[src/rtl/lsu_pkg.sv]
// Shared types and constants for the LSU / AXI4-Lite master.
// Also holds the funct3 legality and alignment helpers used at request accept.
package lsu_pkg;

  typedef enum logic [2:0] {
    S_IDLE,
    S_AR,
    S_R,
    S_AWW,
    S_B,
    S_RSP
  } state_e;

  localparam logic [2:0] LB  = 3'b000;
  localparam logic [2:0] LH  = 3'b001;
  localparam logic [2:0] LW  = 3'b010;
  localparam logic [2:0] LD  = 3'b011;
  localparam logic [2:0] LBU = 3'b100;
  localparam logic [2:0] LHU = 3'b101;
  localparam logic [2:0] LWU = 3'b110;
  localparam logic [2:0] SB  = 3'b000;
  localparam logic [2:0] SH  = 3'b001;
  localparam logic [2:0] SW  = 3'b010;
  localparam logic [2:0] SD  = 3'b011;

  localparam logic [1:0] RESP_OKAY   = 2'b00;
  localparam logic [1:0] RESP_SLVERR = 2'b10;

  localparam logic [2:0] SIZE_B = 3'd0;
  localparam logic [2:0] SIZE_H = 3'd1;
  localparam logic [2:0] SIZE_W = 3'd2;
  localparam logic [2:0] SIZE_D = 3'd3;

  function automatic logic f3_legal(input logic we, input logic [2:0] f3,
                                    input int unsigned data_w);
    if (we) return (f3[2] == 1'b0) && ((data_w == 64) || (f3 != SD));
    return (f3 != 3'b111) && ((data_w == 64) || ((f3 != LD) && (f3 != LWU)));
  endfunction

  function automatic logic f3_misaligned(input logic [2:0] f3, input logic [2:0] lo);
    case (f3[1:0])
      2'd0:    return 1'b0;
      2'd1:    return lo[0];
      2'd2:    return |lo[1:0];
      default: return |lo;
    endcase
  endfunction

endpackage

[src/rtl/lsu_axi_ctrl_if.sv]
// AXI4-Lite bus bundle between the LSU (master) and the memory fabric (slave).
interface lsu_axi_ctrl_if #(
  parameter int unsigned ADDR_W = 32,
  parameter int unsigned DATA_W = 32
) ();
  logic [ADDR_W-1:0]   araddr;
  logic [2:0]          arsize;
  logic                arvalid;
  logic                arready;
  logic [DATA_W-1:0]   rdata;
  logic [1:0]          rresp;
  logic                rvalid;
  logic                rready;
  logic [ADDR_W-1:0]   awaddr;
  logic [2:0]          awsize;
  logic                awvalid;
  logic                awready;
  logic [DATA_W-1:0]   wdata;
  logic [DATA_W/8-1:0] wstrb;
  logic                wvalid;
  logic                wready;
  logic [1:0]          bresp;
  logic                bvalid;
  logic                bready;

  modport master (
    output araddr, arsize, arvalid, rready, awaddr, awsize, awvalid,
           wdata, wstrb, wvalid, bready,
    input  arready, rdata, rresp, rvalid, awready, wready, bresp, bvalid
  );

  modport slave (
    input  araddr, arsize, arvalid, rready, awaddr, awsize, awvalid,
           wdata, wstrb, wvalid, bready,
    output arready, rdata, rresp, rvalid, awready, wready, bresp, bvalid
  );
endinterface

[src/rtl/lsu_lane_align.sv]
// Byte-lane steering: store data/strobe placement and load extraction with
// sign or zero extension to the full bus width.
module lsu_lane_align #(
  parameter  int unsigned DATA_W = 32,
  localparam int unsigned STRB_W = DATA_W / 8,
  localparam int unsigned LANE_W = $clog2(STRB_W)
) (
  input  logic [1:0]        size_i,
  input  logic              uns_i,
  input  logic [LANE_W-1:0] offset_i,
  input  logic [DATA_W-1:0] wdata_i,
  input  logic [DATA_W-1:0] rdata_i,
  output logic [DATA_W-1:0] wdata_o,
  output logic [STRB_W-1:0] wstrb_o,
  output logic [DATA_W-1:0] rdata_o
);

  logic [LANE_W+2:0] shamt;
  logic [DATA_W-1:0] rshift;
  logic [DATA_W-1:0] keep;
  logic [STRB_W-1:0] mask;
  logic              sign;

  assign shamt   = {offset_i, 3'b000};
  assign wdata_o = wdata_i << shamt;
  assign rshift  = rdata_i >> shamt;

  // NOTE: every output of this block gets a default first so no path leaves it
  // unassigned, which would otherwise infer a latch.
  always_comb begin
    mask = '1;
    keep = '1;
    sign = rshift[DATA_W-1];
    unique case (size_i)
      2'd0: begin mask = STRB_W'(1);     keep = DATA_W'(8'hff);         sign = rshift[7];  end
      2'd1: begin mask = STRB_W'(3);     keep = DATA_W'(16'hffff);      sign = rshift[15]; end
      2'd2: begin mask = STRB_W'(4'hf);  keep = DATA_W'(32'hffff_ffff); sign = rshift[31]; end
      default: ;
    endcase
  end

  assign wstrb_o = mask << offset_i;
  assign rdata_o = (rshift & keep) | ((~uns_i & sign) ? ~keep : '0);

endmodule

[src/rtl/lsu_axi_ctrl.sv]
// Load/store unit: registers one EXU request and runs it as a single
// AXI4-Lite transaction, returning a one-cycle response pulse to the WBU.
module lsu_axi_ctrl
  import lsu_pkg::*;
#(
  parameter int unsigned        DATA_W   = 32,
  parameter int unsigned        ADDR_W   = 32,
  parameter logic [ADDR_W-1:0]  FW_BASE  = ADDR_W'(32'h0f00_0000),
  parameter logic [ADDR_W-1:0]  FW_LIMIT = ADDR_W'(32'h1000_0000)
) (
  input  logic              clk,
  input  logic              rst,
  input  logic              req_valid,
  output logic              req_ready,
  input  logic              req_we,
  input  logic [2:0]        req_funct3,
  input  logic [ADDR_W-1:0] req_addr,
  input  logic [DATA_W-1:0] req_wdata,
  output logic              rsp_valid,
  output logic [DATA_W-1:0] rsp_rdata,
  output logic              rsp_err,
  output logic              rsp_misalign,
  lsu_axi_ctrl_if.master    axi
);

  localparam int unsigned STRB_W = DATA_W / 8;
  localparam int unsigned LANE_W = $clog2(STRB_W);

  state_e            state_q;
  logic [ADDR_W-1:0] addr_q;
  logic              we_q;
  logic [2:0]        f3_q;
  logic [DATA_W-1:0] wdata_q;
  logic              req_ready_q, arvalid_q, rready_q, awvalid_q, wvalid_q, bready_q;
  logic              rsp_valid_q, rsp_err_q, rsp_misalign_q;
  logic [DATA_W-1:0] rsp_rdata_q;

  logic              in_fw;
  logic [LANE_W-1:0] lane_off;
  logic [ADDR_W-1:0] bus_addr;
  logic [2:0]        bus_size;
  logic [DATA_W-1:0] wdata_al, rdata_ext;
  logic [STRB_W-1:0] wstrb_al;
  logic              aw_fire, w_fire;

  // Inside the full-width window the slave only sees bus-aligned full-size beats.
  assign in_fw    = (addr_q >= FW_BASE) && (addr_q < FW_LIMIT);
  assign lane_off = in_fw ? addr_q[LANE_W-1:0] : '0;
  assign bus_addr = in_fw ? {addr_q[ADDR_W-1:LANE_W], {LANE_W{1'b0}}} : addr_q;
  assign bus_size = in_fw ? 3'(LANE_W) : {1'b0, f3_q[1:0]};
  assign aw_fire  = awvalid_q & axi.awready;
  assign w_fire   = wvalid_q & axi.wready;

  lsu_lane_align #(.DATA_W(DATA_W)) u_lane_align (
    .size_i   (f3_q[1:0]),
    .uns_i    (f3_q[2]),
    .offset_i (lane_off),
    .wdata_i  (wdata_q),
    .rdata_i  (axi.rdata),
    .wdata_o  (wdata_al),
    .wstrb_o  (wstrb_al),
    .rdata_o  (rdata_ext)
  );

  // NOTE: all state here is updated with <= so every register samples the
  // pre-edge values, independent of statement order.
  always_ff @(posedge clk) begin
    if (!rst) begin
      state_q        <= S_IDLE;
      addr_q         <= '0;
      we_q           <= 1'b0;
      f3_q           <= '0;
      wdata_q        <= '0;
      req_ready_q    <= 1'b0;
      arvalid_q      <= 1'b0;
      rready_q       <= 1'b0;
      awvalid_q      <= 1'b0;
      wvalid_q       <= 1'b0;
      bready_q       <= 1'b0;
      rsp_valid_q    <= 1'b0;
      rsp_rdata_q    <= '0;
      rsp_err_q      <= 1'b0;
      rsp_misalign_q <= 1'b0;
    end else begin
      rsp_valid_q <= 1'b0;
      unique case (state_q)
        S_IDLE: begin
          req_ready_q <= 1'b1;
          if (req_valid && req_ready_q) begin
            req_ready_q    <= 1'b0;
            addr_q         <= req_addr;
            we_q           <= req_we;
            f3_q           <= req_funct3;
            wdata_q        <= req_wdata;
            rsp_rdata_q    <= '0;
            rsp_err_q      <= 1'b0;
            rsp_misalign_q <= 1'b0;
            if (!f3_legal(req_we, req_funct3, DATA_W)) begin
              rsp_err_q   <= 1'b1;
              rsp_valid_q <= 1'b1;
              state_q     <= S_RSP;
            end else if (f3_misaligned(req_funct3, req_addr[2:0])) begin
              rsp_misalign_q <= 1'b1;
              rsp_valid_q    <= 1'b1;
              state_q        <= S_RSP;
            end else if (req_we) begin
              awvalid_q <= 1'b1;
              wvalid_q  <= 1'b1;
              state_q   <= S_AWW;
            end else begin
              arvalid_q <= 1'b1;
              state_q   <= S_AR;
            end
          end
        end
        S_AR: if (axi.arready) begin
          arvalid_q <= 1'b0;
          rready_q  <= 1'b1;
          state_q   <= S_R;
        end
        S_R: if (axi.rvalid) begin
          rready_q    <= 1'b0;
          rsp_err_q   <= (axi.rresp != RESP_OKAY);
          rsp_rdata_q <= (axi.rresp == RESP_OKAY) ? rdata_ext : '0;
          rsp_valid_q <= 1'b1;
          state_q     <= S_RSP;
        end
        S_AWW: begin
          if (aw_fire) awvalid_q <= 1'b0;
          if (w_fire)  wvalid_q  <= 1'b0;
          if ((!awvalid_q || aw_fire) && (!wvalid_q || w_fire)) begin
            bready_q <= 1'b1;
            state_q  <= S_B;
          end
        end
        S_B: if (axi.bvalid) begin
          bready_q    <= 1'b0;
          rsp_err_q   <= (axi.bresp != RESP_OKAY);
          rsp_valid_q <= 1'b1;
          state_q     <= S_RSP;
        end
        S_RSP: begin
          req_ready_q <= 1'b1;
          state_q     <= S_IDLE;
        end
        default: state_q <= S_IDLE;
      endcase
    end
  end

  assign req_ready    = req_ready_q;
  assign rsp_valid    = rsp_valid_q;
  assign rsp_rdata    = rsp_rdata_q;
  assign rsp_err      = rsp_err_q;
  assign rsp_misalign = rsp_misalign_q;

  assign axi.araddr  = bus_addr;
  assign axi.arsize  = bus_size;
  assign axi.arvalid = arvalid_q;
  assign axi.rready  = rready_q;
  assign axi.awaddr  = bus_addr;
  assign axi.awsize  = bus_size;
  assign axi.awvalid = awvalid_q;
  assign axi.wdata   = wdata_al;
  assign axi.wstrb   = wstrb_al;
  assign axi.wvalid  = wvalid_q;
  assign axi.bready  = bready_q;

  logic unused_we;
  assign unused_we = we_q;

endmodule

[src/flat_wrapper.sv]
// flat-port wrapper written by rule: the top's interface ports become plain ports
module lsu_axi_ctrl_flat import lsu_pkg::*;
#(
  parameter int unsigned        DATA_W   = 32,
  parameter int unsigned        ADDR_W   = 32,
  parameter logic [ADDR_W-1:0]  FW_BASE  = ADDR_W'(32'h0f00_0000),
  parameter logic [ADDR_W-1:0]  FW_LIMIT = ADDR_W'(32'h1000_0000)
)
  (clk, rst, req_valid, req_ready, req_we, req_funct3, req_addr, req_wdata, rsp_valid, rsp_rdata, rsp_err, rsp_misalign, axi_araddr, axi_arsize, axi_arvalid, axi_rready, axi_awaddr, axi_awsize, axi_awvalid, axi_wdata, axi_wstrb, axi_wvalid, axi_bready, axi_arready, axi_rdata, axi_rresp, axi_rvalid, axi_awready, axi_wready, axi_bresp, axi_bvalid);
  lsu_axi_ctrl_if #(.ADDR_W(ADDR_W), .DATA_W(DATA_W)) axi_i ();
  input  logic clk;
  input  logic rst;
  input  logic req_valid;
  output logic req_ready;
  input  logic req_we;
  input  logic [2:0] req_funct3;
  input  logic [ADDR_W-1:0] req_addr;
  input  logic [DATA_W-1:0] req_wdata;
  output logic rsp_valid;
  output logic [DATA_W-1:0] rsp_rdata;
  output logic rsp_err;
  output logic rsp_misalign;
  output wire logic [$bits(axi_i.araddr)-1:0] axi_araddr;
  output wire logic [$bits(axi_i.arsize)-1:0] axi_arsize;
  output wire logic [$bits(axi_i.arvalid)-1:0] axi_arvalid;
  output wire logic [$bits(axi_i.rready)-1:0] axi_rready;
  output wire logic [$bits(axi_i.awaddr)-1:0] axi_awaddr;
  output wire logic [$bits(axi_i.awsize)-1:0] axi_awsize;
  output wire logic [$bits(axi_i.awvalid)-1:0] axi_awvalid;
  output wire logic [$bits(axi_i.wdata)-1:0] axi_wdata;
  output wire logic [$bits(axi_i.wstrb)-1:0] axi_wstrb;
  output wire logic [$bits(axi_i.wvalid)-1:0] axi_wvalid;
  output wire logic [$bits(axi_i.bready)-1:0] axi_bready;
  input wire logic [$bits(axi_i.arready)-1:0] axi_arready;
  input wire logic [$bits(axi_i.rdata)-1:0] axi_rdata;
  input wire logic [$bits(axi_i.rresp)-1:0] axi_rresp;
  input wire logic [$bits(axi_i.rvalid)-1:0] axi_rvalid;
  input wire logic [$bits(axi_i.awready)-1:0] axi_awready;
  input wire logic [$bits(axi_i.wready)-1:0] axi_wready;
  input wire logic [$bits(axi_i.bresp)-1:0] axi_bresp;
  input wire logic [$bits(axi_i.bvalid)-1:0] axi_bvalid;
  assign axi_araddr = axi_i.araddr;
  assign axi_arsize = axi_i.arsize;
  assign axi_arvalid = axi_i.arvalid;
  assign axi_rready = axi_i.rready;
  assign axi_awaddr = axi_i.awaddr;
  assign axi_awsize = axi_i.awsize;
  assign axi_awvalid = axi_i.awvalid;
  assign axi_wdata = axi_i.wdata;
  assign axi_wstrb = axi_i.wstrb;
  assign axi_wvalid = axi_i.wvalid;
  assign axi_bready = axi_i.bready;
  assign axi_i.arready = axi_arready;
  assign axi_i.rdata = axi_rdata;
  assign axi_i.rresp = axi_rresp;
  assign axi_i.rvalid = axi_rvalid;
  assign axi_i.awready = axi_awready;
  assign axi_i.wready = axi_wready;
  assign axi_i.bresp = axi_bresp;
  assign axi_i.bvalid = axi_bvalid;
  lsu_axi_ctrl #(.DATA_W(DATA_W), .ADDR_W(ADDR_W), .FW_BASE(FW_BASE), .FW_LIMIT(FW_LIMIT)) u_core (.clk(clk), .rst(rst), .req_valid(req_valid), .req_ready(req_ready), .req_we(req_we), .req_funct3(req_funct3), .req_addr(req_addr), .req_wdata(req_wdata), .rsp_valid(rsp_valid), .rsp_rdata(rsp_rdata), .rsp_err(rsp_err), .rsp_misalign(rsp_misalign), .axi(axi_i));
endmodule
[config.mk]
export PLATFORM = sky130hd
export DESIGN_NAME = lsu_axi_ctrl_flat
export DESIGN_NICKNAME = d
export VERILOG_FILES = /design/src/rtl/lsu_pkg.sv /design/src/rtl/lsu_axi_ctrl_if.sv /design/src/rtl/lsu_lane_align.sv /design/src/rtl/lsu_axi_ctrl.sv /design/src/flat_wrapper.sv
export SDC_FILE = /design/constraint.sdc
export NUM_CORES = 1
export LEC_CHECK = 0
export ABC_AREA = 1
export CORE_ASPECT_RATIO = 0.6
export CORE_UTILIZATION = 44
export CTS_CLUSTER_SIZE = 10
export DETAILED_ROUTE_END_ITERATION = 6
export HOLD_SLACK_MARGIN = 0.03
export PLACE_DENSITY_LB_ADDON = 0.15
export SYNTH_ARGS = -nofsm -noshare
export SYNTH_HDL_FRONTEND = slang
export SYNTH_SLANG_ARGS = --single-unit
[constraint.sdc]
create_clock -name clk -period 2.45 [get_ports clk]
set_input_delay 0.49 -clock clk [delete_from_list [all_inputs] [get_ports clk]]
set_output_delay 0.49 -clock clk [all_outputs]
set_load 0.05 [all_outputs]
Word level (Yosys, flattened, before mapping):

Cells that the tools add are included.

* input port bits: 112
* flip-flop bits (word level): 111
* output and inout port bits: 147
* word-level logic and storage cells: 151

* reductions and logical operators: 34
* shift operators: 3
* multiplexer cells: 68
* bitwise logic cells: 8
* equal/unequal tests: 22
* magnitude comparators: 2

Operators by type and width (count)
* 2-to-1 mux 32 bit: 4
* one-hot mux 32 bit (2 select lines): 2
* 2-to-1 mux 1 bit: 39
* AND 32 bit: 1
* greater-or-equal comparator 32 x 28 -> 1 bit (second input constant): 1
* < comparator 32 x 29 -> 1 bit (second input constant): 1
* inverter 32 bit: 1
* OR 32 bit: 1
* left shift 32 x 5 -> 32 bit: 1
* right shift 32 x 5 -> 32 bit: 1
* 2-to-1 mux 3 bit: 7
* AND reduction 6 bit: 3
* nonzero test 2 bit: 8
* one-hot mux 3 bit (5 select lines): 1
* one-hot mux 1 bit (2 select lines): 7
* inequality test 2 bit (second input constant): 6
* inequality test 2 x 1 -> 1 bit (second input constant): 5
* one-hot mux 1 bit (3 select lines): 3
* AND reduction 3 bit: 3
* 2-to-1 mux 2 bit: 4
* one-hot mux 4 bit (2 select lines): 1
* == test 3 x 2 -> 1 bit (second input constant): 2
* == test 3 bit (second input constant): 2
* logical AND 1 bit: 6
* 18 further kinds: 27

Longest topological paths before layout:

* depth after elaboration: 16
* gate-level depth with buffers: 13
* gate-level depth less buffers: 12

Cells and area by module:

A second synthesis with hierarchy kept.

* cells, all modules: 918
* area total of the unflattened synthesis: 6045.8 um^2

Modules (own cells, without submodules)
* lsu_axi_ctrl: area each 4783.3 um^2, seq. area each 2222.1 um^2, instances 1, cells each 640
* lsu_lane_align: area each 1262.5 um^2, seq. area each 0.0 um^2, instances 1, cells each 278

Worst setup path after synthesis:

No wires, ideal clock.

* path type: register to output
* start point: register u_core.addr_q[27]
* end point: output axi_wdata[28]
* data arrival time: 2.266 ns
* required time: 1.960 ns
* path slack: -0.306 ns
* buffers on the path: 1
* stages on the path, launching flop included: 8
* path through: dfxtp_1 > nand2_1 > nor2_8 > nand3_4 > clkbuf_1 > nand2_1 > o21ai_0 > o21ai_0

* longest elaborated chain between the ends: 4
* elaborated cells between the ends (all ways): 5
* classes of those cells: order compare (2); shift (1); mux (1); reduce/logical (1)

Ends and longest elaborated chain
* from (decl): RTL line lsu_axi_ctrl.sv:30 `logic [ADDR_W-1:0] addr_q;`
* from (signal assigned): RTL line lsu_axi_ctrl.sv:91 `addr_q <= req_addr;`
* greater-or-equal comparator 32 x 28 -> 1 bit / < comparator 32 x 29 -> 1 bit (equally long branches): RTL line lsu_axi_ctrl.sv:47 `assign in_fw = (addr_q >= FW_BASE) && (addr_q < FW_LIMIT);`
* logical AND 1 bit (*): RTL line lsu_axi_ctrl.sv:47
* 2-to-1 mux 2 bit (*): RTL line lsu_axi_ctrl.sv:48 `assign lane_off = in_fw ? addr_q[LANE_W-1:0] : '0;`
* left shift 32 x 5 -> 32 bit (*): RTL line lsu_lane_align.sv:25 `assign wdata_o = wdata_i << shamt;`
* to (decl): RTL line flat_wrapper.sv:30 `output wire logic [$bits(axi_i.wdata)-1:0] axi_wdata;`

Mark *: on every way between the ends. The rest lies on a longest branch, timed or not.

Worst setup path in the final report:

* start point: register u_core.addr_q[29]
* end point: output axi_wdata[12]

The elaborated chain is that of the path after synthesis.

==> flow_metrics.env <==
export IMPL_maxSlewViolCount=0
export IMPL_holdBufCountCts=0
export IMPL_clockRootBuffer="clkbuf_16"
export IMPL_track_usage_pct=26.8
export IMPL_grt_max_degree=76
export IMPL_required_ps=1960
export IMPL_placed_area_sq_mm=0.00861
export IMPL_intPower_mw=4.59
export IMPL_preCtsSetupSlack_ps=175
export IMPL_finish_instance_area_sq_mm=0.00914
export IMPL_crit_type="reg -> out"
export IMPL_cp_arrival_ps=1940
export IMPL_fin_util_pct=69.6
export IMPL_p_sw_mw=3.88
export IMPL_synthSimpleGateAreaFrac_pct=23.1
export IMPL_vias=6394
export IMPL_p_leak_nw=3.74
export IMPL_yosysMostFrequentCell="nand2_1"
export IMPL_synth_edf_count=0
export IMPL_rsz0062_at_grt="yes"
export IMPL_grt_pass1_vias=5653
export IMPL_synth_area_leaders="dfxtp_1 37%, nand2_1 9.1%, o21ai_0 8.7%"
export IMPL_grt_pass1_wl_microns=30100
export IMPL_start_util_pct=46.0
export IMPL_irDropWorstVdd_mv=0.623
export IMPL_switching_share_pct=45.8
export IMPL_fmax_ghz=0.411
export IMPL_ys_seq_area_share_pct=36.8
export IMPL_fin_crit_ps=2430
export IMPL_syn_cell_area_sq_mm=0.00605
export IMPL_total_power_mw=8.48
export IMPL_dp_hpwl_microns=14000
export IMPL_skew_ps=9.83
export IMPL_antennaDiodeCount=0
export IMPL_viasPerCell=5.23
export IMPL_dieHeight_microns=92.8
export IMPL_critPathCaptureType="output pin"
export IMPL_routed_wirelength_microns=19400
export IMPL_finalSetupViolations=0
export IMPL_clkTransAtPathRegs_ps=80
export IMPL_seqPwrFrac_pct=28.3
export IMPL_area_delta_synth_final_pct=51.2
export IMPL_setup_tns_final_ps=0
export IMPL_dr_first_iter_drc_count=361
export IMPL_overflow=0
export IMPL_start_kind="flip-flop"
export IMPL_synth_avg_cell_area_sq_um=6.93
export IMPL_row_count=32
export IMPL_wl_per_cell_microns=15.8
export IMPL_cts_sinks=111
export IMPL_postSynthCellCount=873
export IMPL_route_detailed_drc=0
export IMPL_synth_ff_type="dfxtp_1"
export IMPL_ys_async_sr_fraction_pct=0
export IMPL_synth_top_family_by_area="simple AND/OR/NAND/NOR gates"
export IMPL_nets=1159
export IMPL_drive_gt1_share_pct=15.9
export IMPL_yosysUniqueCellTypes=36
export IMPL_yosysTopAreaCellShare_pct=36.8
export IMPL_status="complete, no violations"
export IMPL_synthTopCellsByCount="147 x nand2_1, 112 x nor2_1, 111 x dfxtp_1"
export IMPL_setup_ws_ps=19.6
export IMPL_period_share_pct=99.2
export IMPL_p_comb_share_pct=53.6
export IMPL_die_w_microns=153
export IMPL_synth_compound_area_share_pct=22.7
export IMPL_drt_pre_antenna_iters=5
export IMPL_synth_mux_area_share_pct=0
export IMPL_yosysTopAreaCell="dfxtp_1"
export IMPL_core_sq_mm=0.0131
export IMPL_tritoncts="built"
export IMPL_ys_seq_elements=111
export IMPL_cpLargestDelayFamily="simple AND/OR/NAND/NOR gates"
export IMPL_maxCapViolations=0
export IMPL_dieArea_sq_mm=0.0142
export IMPL_synth_fa_ha_area_share_pct=0
export IMPL_critPathBufInv=2
export IMPL_power_density_mw_per_mm2=927
export IMPL_place_congestion=0.919
export IMPL_antenna_found_initial=0
export IMPL_max_stage_delay_ps=430
export IMPL_ant_nets=0
export IMPL_crit_fanout=7
export IMPL_htree_levels=3
export IMPL_clk_latency_ps=350
export IMPL_ys_warn_count=0
export IMPL_hp_class="reg -> reg"
export IMPL_cts_inserted_buffers=9
export IMPL_io_buffers=256
export IMPL_synthXorXnorAreaFrac_pct=0
export IMPL_cts_buffer_depth=2
export IMPL_p_clk_share_pct=18.1
export IMPL_cp_slowest_cell="o21ai_0"
export IMPL_crit_chain="inv_2 -> nand2_4 -> nor2_8 -> nand3_4 -> o21ai_0 -> nor2_1 -> buf_12"
export IMPL_fill_cells=1069
export IMPL_finalHoldViolations=0
export IMPL_tightest_slew_ps=678
export IMPL_ios=259
export IMPL_relSlewSlack_pct=54.8
-- metal layers --
metal | vias up | global-route usage, % | share of wire [%]
met5 | - | 0 | 0
met4 | 0 | 5.17 | 1.0
met3 | 20 | 6.27 | 10
met2 | 324 | 39.5 | 41
met1 | 2918 | 39.5 | 48
li1 | 3132 | - | -
-- cell usage in the layout, fill, tap and decap left out, types with 3 or more instances in the layout --
cell,count
nand2_1,145
o21ai_0,89
o21ai_2,13
dfxtp_2,9
o211ai_1,22
o21ai_1,9
nand2_2,14
clkbuf_16,12
a21oi_1,86
dfxtp_1,102
nand3_1,27
a21oi_2,10
buf_4,19
o22ai_2,7
buf_12,40
a31oi_1,5
nor2_8,3
nor2_2,4
clkdlybuf4s50_1,211
inv_1,62
buf_6,4
nand4_1,4
nand3_2,3
nor2_1,108
inv_2,10
nor3_1,5
-- path summary, 6_finish.rpt --
kind	start	endpoint	slack [ps]	cells past startpoint
hold reg to reg	u_core.rsp_err	u_core.rsp_err	450	2
hold / removal	u_core.rsp_err	u_core.rsp_err	450	2
setup reg to reg	u_core.addr_q[29]	u_core.rsp_rdata[11]	380	13
setup / recovery	u_core.addr_q[29]	axi_wdata[12]	20	7
-- metrics by stage --
step,std cells,hold slack (ps)
after floorplan,874,430
after global placement,1197,439
after detailed placement,1197,441
after CTS,1219,451
after global routing,1222,489
final,1222,449
-- kinds of logic (layout without fill, tap and decap cells) --
family / Yosys count / after routing
other: 1 / 2
AOI/OAI and AO/OA: 247 / 247
buffers and inverters: 195 / 372
and+or+nand+nor: 319 / 320
DFF: 111 / 111
-- power groups by stage --
stage / combinational, mW / sequential [mW] / clock, mW
after CTS: 4.48 / 2.38 / 1.56
after floorplan: 2.85 / 2.59 / 0
after global placement: 4.42 / 2.41 / 0
after global routing: 4.80 / 2.44 / 1.63
after detailed placement: 4.44 / 2.41 / 0
final: 4.55 / 2.40 / 1.53
-- what timing repair did --
item                                    CTS  global route
setup buffers                             5             3
endpoints found under the setup margin   23            36
resized for setup                         5            49
pin swaps                                 4             7
gates cloned                              1             0
-- area by class of cell --
class                   count  area [sq um]  area share (%)
repair buffers            279          3200            35.0
multi-input cells         569          2900            31.7
flip-flops and latches    111          2230            24.4
inverters                  77           298            3.26
clock buffers              10           229            2.50
well taps                 170           213            2.33
clock inverters             6          75.1           0.821
-- sequential cells by signal, indices dropped and copies added, names as in the netlist, 3 cells and up --
register	cells
u_core.state_q	3
u_core.f3_q	3
u_core.addr_q	32
u_core.wdata_q	32
u_core.rsp_rdata	32
-- worst register-to-register path, cell delays in order, from the launching register on --
cell and delay (ps):
dfxtp_2 330, inv_2 70, nand2_4 70, nor2_8 190, nand3_2 190, buf_4 240, nand2_1 80, nand3_1 90
nand2_1 70, nand2_1 70, nand2_1 80, nand2_1 210, nand2_1 170, a21oi_1 70
Power figures use the tool's default switching activity.
